<file path="config.mk">
export PLATFORM = sky130hd
export DESIGN_NAME = me_wb_stage
export DESIGN_NICKNAME = d
export VERILOG_FILES = /design/src/rtl/me_wb_stage.sv
export SDC_FILE = /design/constraint.sdc
export NUM_CORES = 1
export LEC_CHECK = 0
export CELL_PAD_IN_SITES_DETAIL_PLACEMENT = 0
export CELL_PAD_IN_SITES_GLOBAL_PLACEMENT = 1
export CORE_MARGIN = 4
export CORE_UTILIZATION = 32
export CTS_BUF_LIST = sky130_fd_sc_hd__clkbuf_16
export DETAILED_ROUTE_END_ITERATION = 6
export GPL_ROUTABILITY_DRIVEN = 1
export PLACE_DENSITY_LB_ADDON = 0.05
export SKIP_CTS_REPAIR_TIMING = 1
export SLEW_MARGIN = 20
export SYNTH_ARGS = -nofsm -noshare
export SYNTH_HDL_FRONTEND = slang
export SYNTH_SLANG_ARGS = --single-unit
</file>
<file path="constraint.sdc">
create_clock -name clk -period 2.69 [get_ports clk]
set_input_delay 0.4035 -clock clk [delete_from_list [all_inputs] [get_ports clk]]
set_output_delay 0.4035 -clock clk [all_outputs]
set_load 0.005 [all_outputs]
</file>
<file path="src/rtl/me_wb_stage.sv">
// ---------------------------------------------------------------------------
// me_wb_stage
//
// Memory-access / write-back stage directly downstream of the EX/ME pipeline
// register.
//
// Non-memory instructions retire one cycle after they are presented.
//
// Loads and stores go out on a variable-latency req/ack data-memory port.
// While an access is outstanding, upstream is stalled. The access is aborted
// on a misaligned address, or when no ack arrives within WAIT_MAX cycles.
//
// Handshake: dmem_req rises on the edge after an aligned memory op is
// captured. dmem_req, dmem_we, dmem_addr and dmem_wdata then stay constant
// until the edge on which dmem_ack is sampled high. dmem_rdata is taken on
// that same edge. dmem_ack is don't-care whenever dmem_req is low.
//
// Ports
//   clk, rst          clock; synchronous active-high reset
//   in_valid          EX/ME holds a valid instruction
//   alu_res_in        ALU result / byte address for loads and stores
//   wr_reg_in         destination register
//   store_data_in     store data
//   Ctrl_Mem2Reg_in   load
//   Ctrl_regWr_in     instruction writes the register file
//   Ctrl_MemWr_in     store (wins over Ctrl_Mem2Reg_in when both set)
//   stall_out         upstream must hold EX/ME (high while in ACCESS)
//   dmem_*            data-memory request port
//   wb_valid          one-cycle pulse per retired instruction
//   wb_regWr, wb_reg, wb_data   register-file write-back
//   mem_err           one-cycle pulse on misaligned access or timeout
//
// All outputs are registered.
// ---------------------------------------------------------------------------
module me_wb_stage #(
    parameter int WAIT_MAX = 15
) (
    input  logic        clk,
    input  logic        rst,
    input  logic        in_valid,
    input  logic [31:0] alu_res_in,
    input  logic [4:0]  wr_reg_in,
    input  logic [31:0] store_data_in,
    input  logic        Ctrl_Mem2Reg_in,
    input  logic        Ctrl_regWr_in,
    input  logic        Ctrl_MemWr_in,
    output logic        stall_out,
    output logic        dmem_req,
    output logic        dmem_we,
    output logic [31:0] dmem_addr,
    output logic [31:0] dmem_wdata,
    input  logic        dmem_ack,
    input  logic [31:0] dmem_rdata,
    output logic        wb_valid,
    output logic        wb_regWr,
    output logic [4:0]  wb_reg,
    output logic [31:0] wb_data,
    output logic        mem_err
);

    localparam int CW = $clog2(WAIT_MAX + 1);
    localparam logic [CW-1:0] CNT_LAST = CW'(WAIT_MAX - 1);

    typedef enum logic {
        IDLE   = 1'b0,
        ACCESS = 1'b1
    } state_t;

    state_t        state_q;
    logic [CW-1:0] cnt_q;

    // Captured instruction for the outstanding access.
    logic [4:0]    cap_reg_q;
    logic          cap_regwr_q;   // already cleared for stores
    logic          cap_load_q;    // Mem2Reg without MemWr
    logic [31:0]   cap_alu_q;

    // Registered output copies.
    logic          stall_q;
    logic          req_q;
    logic          we_q;
    logic [31:0]   addr_q;
    logic [31:0]   wdata_q;
    logic          wb_valid_q;
    logic          wb_regwr_q;
    logic [4:0]    wb_reg_q;
    logic [31:0]   wb_data_q;
    logic          mem_err_q;

    // Incoming instruction decode
    logic in_is_mem;
    logic in_misaligned;
    logic in_is_load;

    always_comb begin
        in_is_mem     = Ctrl_Mem2Reg_in | Ctrl_MemWr_in;
        in_misaligned = (alu_res_in[1:0] != 2'b00);
        // A store wins when both memory controls are set.
        in_is_load    = Ctrl_Mem2Reg_in & ~Ctrl_MemWr_in;
    end

    always_ff @(posedge clk) begin
        if (rst) begin
            state_q     <= IDLE;
            cnt_q       <= '0;
            cap_reg_q   <= '0;
            cap_regwr_q <= 1'b0;
            cap_load_q  <= 1'b0;
            cap_alu_q   <= '0;
            stall_q     <= 1'b0;
            req_q       <= 1'b0;
            we_q        <= 1'b0;
            addr_q      <= '0;
            wdata_q     <= '0;
            wb_valid_q  <= 1'b0;
            wb_regwr_q  <= 1'b0;
            wb_reg_q    <= '0;
            wb_data_q   <= '0;
            mem_err_q   <= 1'b0;
        end else begin
            // Pulses default low; wb_reg/wb_data/wb_regWr hold otherwise.
            wb_valid_q <= 1'b0;
            mem_err_q  <= 1'b0;

            case (state_q)
                IDLE: begin
                    if (in_valid) begin
                        if (!in_is_mem) begin
                            // Plain ALU op: retire next cycle.
                            wb_valid_q <= 1'b1;
                            wb_regwr_q <= Ctrl_regWr_in;
                            wb_reg_q   <= wr_reg_in;
                            wb_data_q  <= alu_res_in;
                        end else if (in_misaligned) begin
                            // Misaligned access: never reaches memory.
                            // wb_data keeps its previous value.
                            wb_valid_q <= 1'b1;
                            mem_err_q  <= 1'b1;
                            wb_regwr_q <= 1'b0;
                            wb_reg_q   <= wr_reg_in;
                        end else begin
                            cap_reg_q   <= wr_reg_in;
                            cap_regwr_q <= Ctrl_regWr_in & in_is_load;
                            cap_load_q  <= in_is_load;
                            cap_alu_q   <= alu_res_in;
                            req_q       <= 1'b1;
                            we_q        <= Ctrl_MemWr_in;
                            addr_q      <= alu_res_in;
                            wdata_q     <= store_data_in;
                            cnt_q       <= '0;
                            stall_q     <= 1'b1;
                            state_q     <= ACCESS;
                        end
                    end
                end

                ACCESS: begin
                    // Inputs are ignored here; upstream is held by stall_out.
                    if (dmem_ack) begin
                        // Ack beats a simultaneous timeout.
                        req_q      <= 1'b0;
                        stall_q    <= 1'b0;
                        state_q    <= IDLE;
                        wb_valid_q <= 1'b1;
                        wb_reg_q   <= cap_reg_q;
                        wb_regwr_q <= cap_regwr_q;
                        wb_data_q  <= cap_load_q ? dmem_rdata : cap_alu_q;
                    end else if (cnt_q == CNT_LAST) begin
                        // Timeout: abort, report the error and retire without a write.
                        req_q      <= 1'b0;
                        stall_q    <= 1'b0;
                        state_q    <= IDLE;
                        wb_valid_q <= 1'b1;
                        mem_err_q  <= 1'b1;
                        wb_regwr_q <= 1'b0;
                        wb_reg_q   <= cap_reg_q;
                    end else begin
                        cnt_q <= cnt_q + 1'b1;
                    end
                end

                default: begin
                    state_q <= IDLE;
                    req_q   <= 1'b0;
                    stall_q <= 1'b0;
                end
            endcase
        end
    end

    always_comb begin
        stall_out  = stall_q;
        dmem_req   = req_q;
        dmem_we    = we_q;
        dmem_addr  = addr_q;
        dmem_wdata = wdata_q;
        wb_valid   = wb_valid_q;
        wb_regWr   = wb_regwr_q;
        wb_reg     = wb_reg_q;
        wb_data    = wb_data_q;
        mem_err    = mem_err_q;
    end

endmodule

</file>
## Word level (Yosys, flattened, before mapping)

Cells that the tools add are included.

| word-level totals | value |
|---|---|
| bits in registers | 118 |
| input port bits | 108 |
| word-level logic and storage cells | 81 |

| operators by class | value |
|---|---|
| multiplexer cells | 44 |
| reductions and logical operators | 6 |
| equal/unequal tests | 10 |
| bitwise logic cells | 6 |
| add/sub/neg operators | 1 |

Operators by type and width:

| cell | count |
|---|---|
| $mux 32 | 4 |
| $pmux 32 s2 | 1 |
| $mux 5 | 5 |
| $mux 1 | 22 |
| $mux 4 | 5 |
| $ne 2x2->1 const B | 7 |
| $pmux 1 s2 | 5 |
| $pmux 5 s2 | 1 |
| $pmux 4 s2 | 1 |
| $reduce_and 4->1 | 2 |
| $reduce_and 3->1 | 2 |
| $reduce_and 5->1 | 1 |
| $add 4x1->4 const B | 1 |
| $eq 4x4->1 const B | 1 |
| $ne 3x2->1 const B | 1 |
| $ne 3x3->1 const B | 1 |
| $not 1->1 | 3 |
| $and 1x1->1 | 2 |
| $reduce_bool 2->1 | 1 |
| $or 1x1->1 | 1 |

## Depth between registers and ports, before layout

| logic depth | value |
|---|---|
| word-level depth | 5 |
| depth in mapped cells | 7 |

## Worst setup path after synthesis

No wires, ideal clock.

| timing | value |
|---|---|
| kind | register to register |
| start point | reg cnt_q[0] |
| end point | reg wb_valid_q (netlist: wb_valid) |
| cell stages (with the launch flop) | 8 |
| setup slack | 1012 ps |
| arrival | 1549 ps |
| path buffers | 1 |
| cell sequence | dfxtp_1 > inv_1 > ha_1 > a31oi_1 > a21oi_2 > and2_1 > buf_2 > nor2b_1 |

| between the ends | value |
|---|---|
| longest elaborated chain between the ends | 4 |

Ends and longest elaborated chain:

| element | RTL line | text |
|---|---|---|
| start: declaration | 70 | `logic [CW-1:0] cnt_q;` |
| start signal: assignment | 178 | `cnt_q <= cnt_q + 1'b1;` |
| $eq 4x4->1 | 168 | `end else if (cnt_q == CNT_LAST) begin` |
| $mux 1 | 168 |  |
| $mux 1 | 159 | `if (dmem_ack) begin` |
| $pmux 1 s2 | 125 | `case (state_q)` |
| end signal: assignment | 130 | `wb_valid_q <= 1'b1;` |
| end signal: assignment | 164 | `wb_valid_q <= 1'b1;` |
| end signal: assignment | 173 | `wb_valid_q <= 1'b1;` |
| end: declaration | 84 | `logic wb_valid_q;` |

No other way between the ends.
A chain may end at the register's enable or synchronous reset.

## Worst setup path in the final report

| timing | value |
|---|---|
| start point | reg state_q |
| end point | reg wdata_q[29] (netlist: dmem_wdata[29]) |

| between the ends | value |
|---|---|
| longest elaborated chain between the ends | 2 |

Ends and longest elaborated chain:

| element | RTL line | text |
|---|---|---|
| start: declaration | 69 | `state_t state_q;` |
| start signal: assignment | 104 | `state_q <= IDLE;` |
| start signal: assignment | 152 | `state_q <= ACCESS;` |
| start signal: assignment | 163 | `state_q <= IDLE;` |
| $not 1->1 (no source line) | n/a |  |
| $reduce_and 4->1 (no source line) | n/a |  |
| end signal: assignment | 149 | `wdata_q <= store_data_in;` |
| end: declaration | 83 | `logic [31:0] wdata_q;` |

No other way between the ends.

==> metrics.yaml <==
clock_tree:
  path_clk_slew_ns: 0.05
  cts-htree-levels: 4
  clock_latency_ns: 0.41
  ctsRootBufferMaster: "clkbuf_16"
  numClockSinks: 118
  clockBufferDepth: 2
  cts_tree: "done"
  numCtsBuffers: 17
sta:
  period_minus_slack_ns: 2.01
  fmaxAchievable_ghz: 0.498
  skew_ns: 0.00735
  worstMarginPinSlew_ns: 0.923
  hold_slack_ns: 0.379
  hold_violations: 0
  post-route-period-util: 0.746
  rsz0062_at_grt: "no"
  fin_setup_tns_ns: 0
  slew_headroom: 0.383
  report.final.slew_viol_count: 0
  setup_violations: 0
grt:
  grt_overflow: 0
  grt_usage: 0.180
  grt_pass1_wl_um: 25200
  grt_use_met1: 0.212
  grt_max_degree: 65
  antenna_found_initial: 0
  use_met2: 0.284
  grt_pass1_vias: 4827
  top_usage_layer: "met2"
  use_met3: 0.0845
logic_synthesis:
  synth_nets: 679
  yosysSeqAreaShare: 0.483
  synth_warnings: 0
  synth_cells: 569
  synth_seq_cells: 118
  ys.flop_type: "dfxtp_1"
  syn_area_um2: 4890
  async_flop_share: 0
  synth_edf_count: 0
  synth.avg_cell_area_um2: 8.59
  yosysUniqueCellTypes: 37
run:
  max_cap_violations: 0
outcome:
  status: "complete, no violations"
route:
  avgRoutedWirePerCell_um: 16.2
  drtAntennaViolNets: 0
  wl_um: 15600
  avgViaCountPerCell: 4.88
  drc: 0
  drt_first_pass_iters: 4
  drt_iter0_drc: 240
  vias: 4692
critical_path:
  crit_end: "dmem_wdata[29]"
  r2r-start: "state_q"
  r2r_cells: 5
  rrSetupSlack_ns: 0.68
  crit_start: "state_q"
  path_class: "reg2reg"
  cp-start-kind: "register"
  r2r-end: "dmem_wdata[29]"
  crit_fanout: 47
  worstPathRequired_ns: 2.94
  end_kind: "register"
  arrival_ns: 2.26
worst_hold_path:
  hold_path.class: "in2reg"
placement:
  io_buffer_count: 214
  routabilityCongestion: 0.742
  place.detailed.hpwl_um: 10700
cells_and_area:
  layout_commonest_cell: "clkdlybuf4s50_1"
  mostFrequentLayoutCells: "clkdlybuf4s50_1 (213), nand2_1 (171), dfxtp_1 (116)"
  drive_above_1_share: 0.0630
  diodes: 0
  final_nets: 877
  area_growth_pct: 55.5
  utilization: 0.515
floorplanning:
  ioPinCount: 215
  rows: 44
  core_area_um2: 14800
  die_h_um: 132
  die_w_um: 132
  start_util: 0.331
  die-area_um2: 17300
power_and_ir_drop:
  powerDensity_nw_per_um2: 575
  ir_drop_uv: 408
  power.leakage_nw: 2.55
[cell usage after synthesis (2+ instances only)]
master / count / area (um^2)
clkbuf_1: 24 / 90.1
o21ai_0: 35 / 175
dfxtp_1: 118 / 2360
mux2i_1: 37 / 370
buf_2: 7 / 35.0
a31oi_1: 2 / 12.5
ha_1: 2 / 25.0
nand3b_1: 2 / 15.0
a211oi_2: 6 / 75.1
nor2b_1: 2 / 12.5
nand2b_1: 3 / 18.8
buf_6: 13 / 146
nor3b_1: 3 / 22.5
inv_1: 3 / 11.3
nand3_1: 6 / 30.0
a21oi_1: 79 / 395
nand2_1: 171 / 642
nor2_1: 6 / 22.5
o2bb2ai_1: 32 / 280
[through the flow]
stage	instances	power (mW)	setup WS, ns	instance area [um^2]
3_5_place_dp	932	2.45	0.316	7100
6_report	962	4.37	0.683	7600
3_3_place_gp	932	2.44	0.354	7100
5_1_grt	962	4.57	0.538	7600
2_1_floorplan	569	2.10	1.01	4890
4_1_cts	962	4.44	0.673	7600
[area by class of cell]
| cell class | instances | area, um^2 |
|---|---|---|
| repair buffers | 226 | 2250 |
| clock buffers | 17 | 425 |
| flip-flops and latches | 118 | 2360 |
| fillers | 1407 | 7150 |
| inverters | 3 | 11.3 |
| well taps | 184 | 230 |
| multi-input cells | 401 | 2240 |
| clock inverters | 13 | 80.1 |
[power breakdown]
part / leakage (nW) / switching (mW) / internal, mW
Combinational: 1.31 / 0.220 / 0.324
Clock: 0.274 / 0.742 / 1.22
Sequential: 0.960 / 0.0476 / 1.82
Total: 2.55 / 1.01 / 3.36
[critical path: stages (launching register included)]
cell and delay, ns:
dfxtp_2 0.45, nand2b_1 0.27, or4_2 0.58, buf_4 0.31
nand2_1 0.14, a21oi_1 0.07
[cells by family after synthesis]
group                    synth area share
buffers and inverters              0.0612
AND/OR/NAND/NOR                     0.169
AO/OA/AOI/OAI                       0.204
flip-flops                          0.483
multiplexers                       0.0781
adder cells (fa/ha/maj)           0.00512
[worst min-delay path by stage]
stage / startpoint / end / slack [ns] / depth (start not counted)
global route: rst / dmem_addr[25] / 0.38 / 2
global placement: dmem_wdata[1] / dmem_wdata[1] / 0.44 / 2
detailed placement: wb_data[0] / wb_data[0] / 0.45 / 1
finish: rst / cnt_q[0] / 0.38 / 2
CTS: rst / dmem_addr[17] / 0.36 / 2
floorplan: cap_regwr_q / cap_regwr_q / 0.43 / 2
[routing by layer]
layer | wire (um) | share of wire
met5 | 0 | 0
met4 | 348 | 0.022
met3 | 1420 | 0.091
met2 | 6830 | 0.44
met1 | 7000 | 0.45
(Power assumes the default switching activity.)
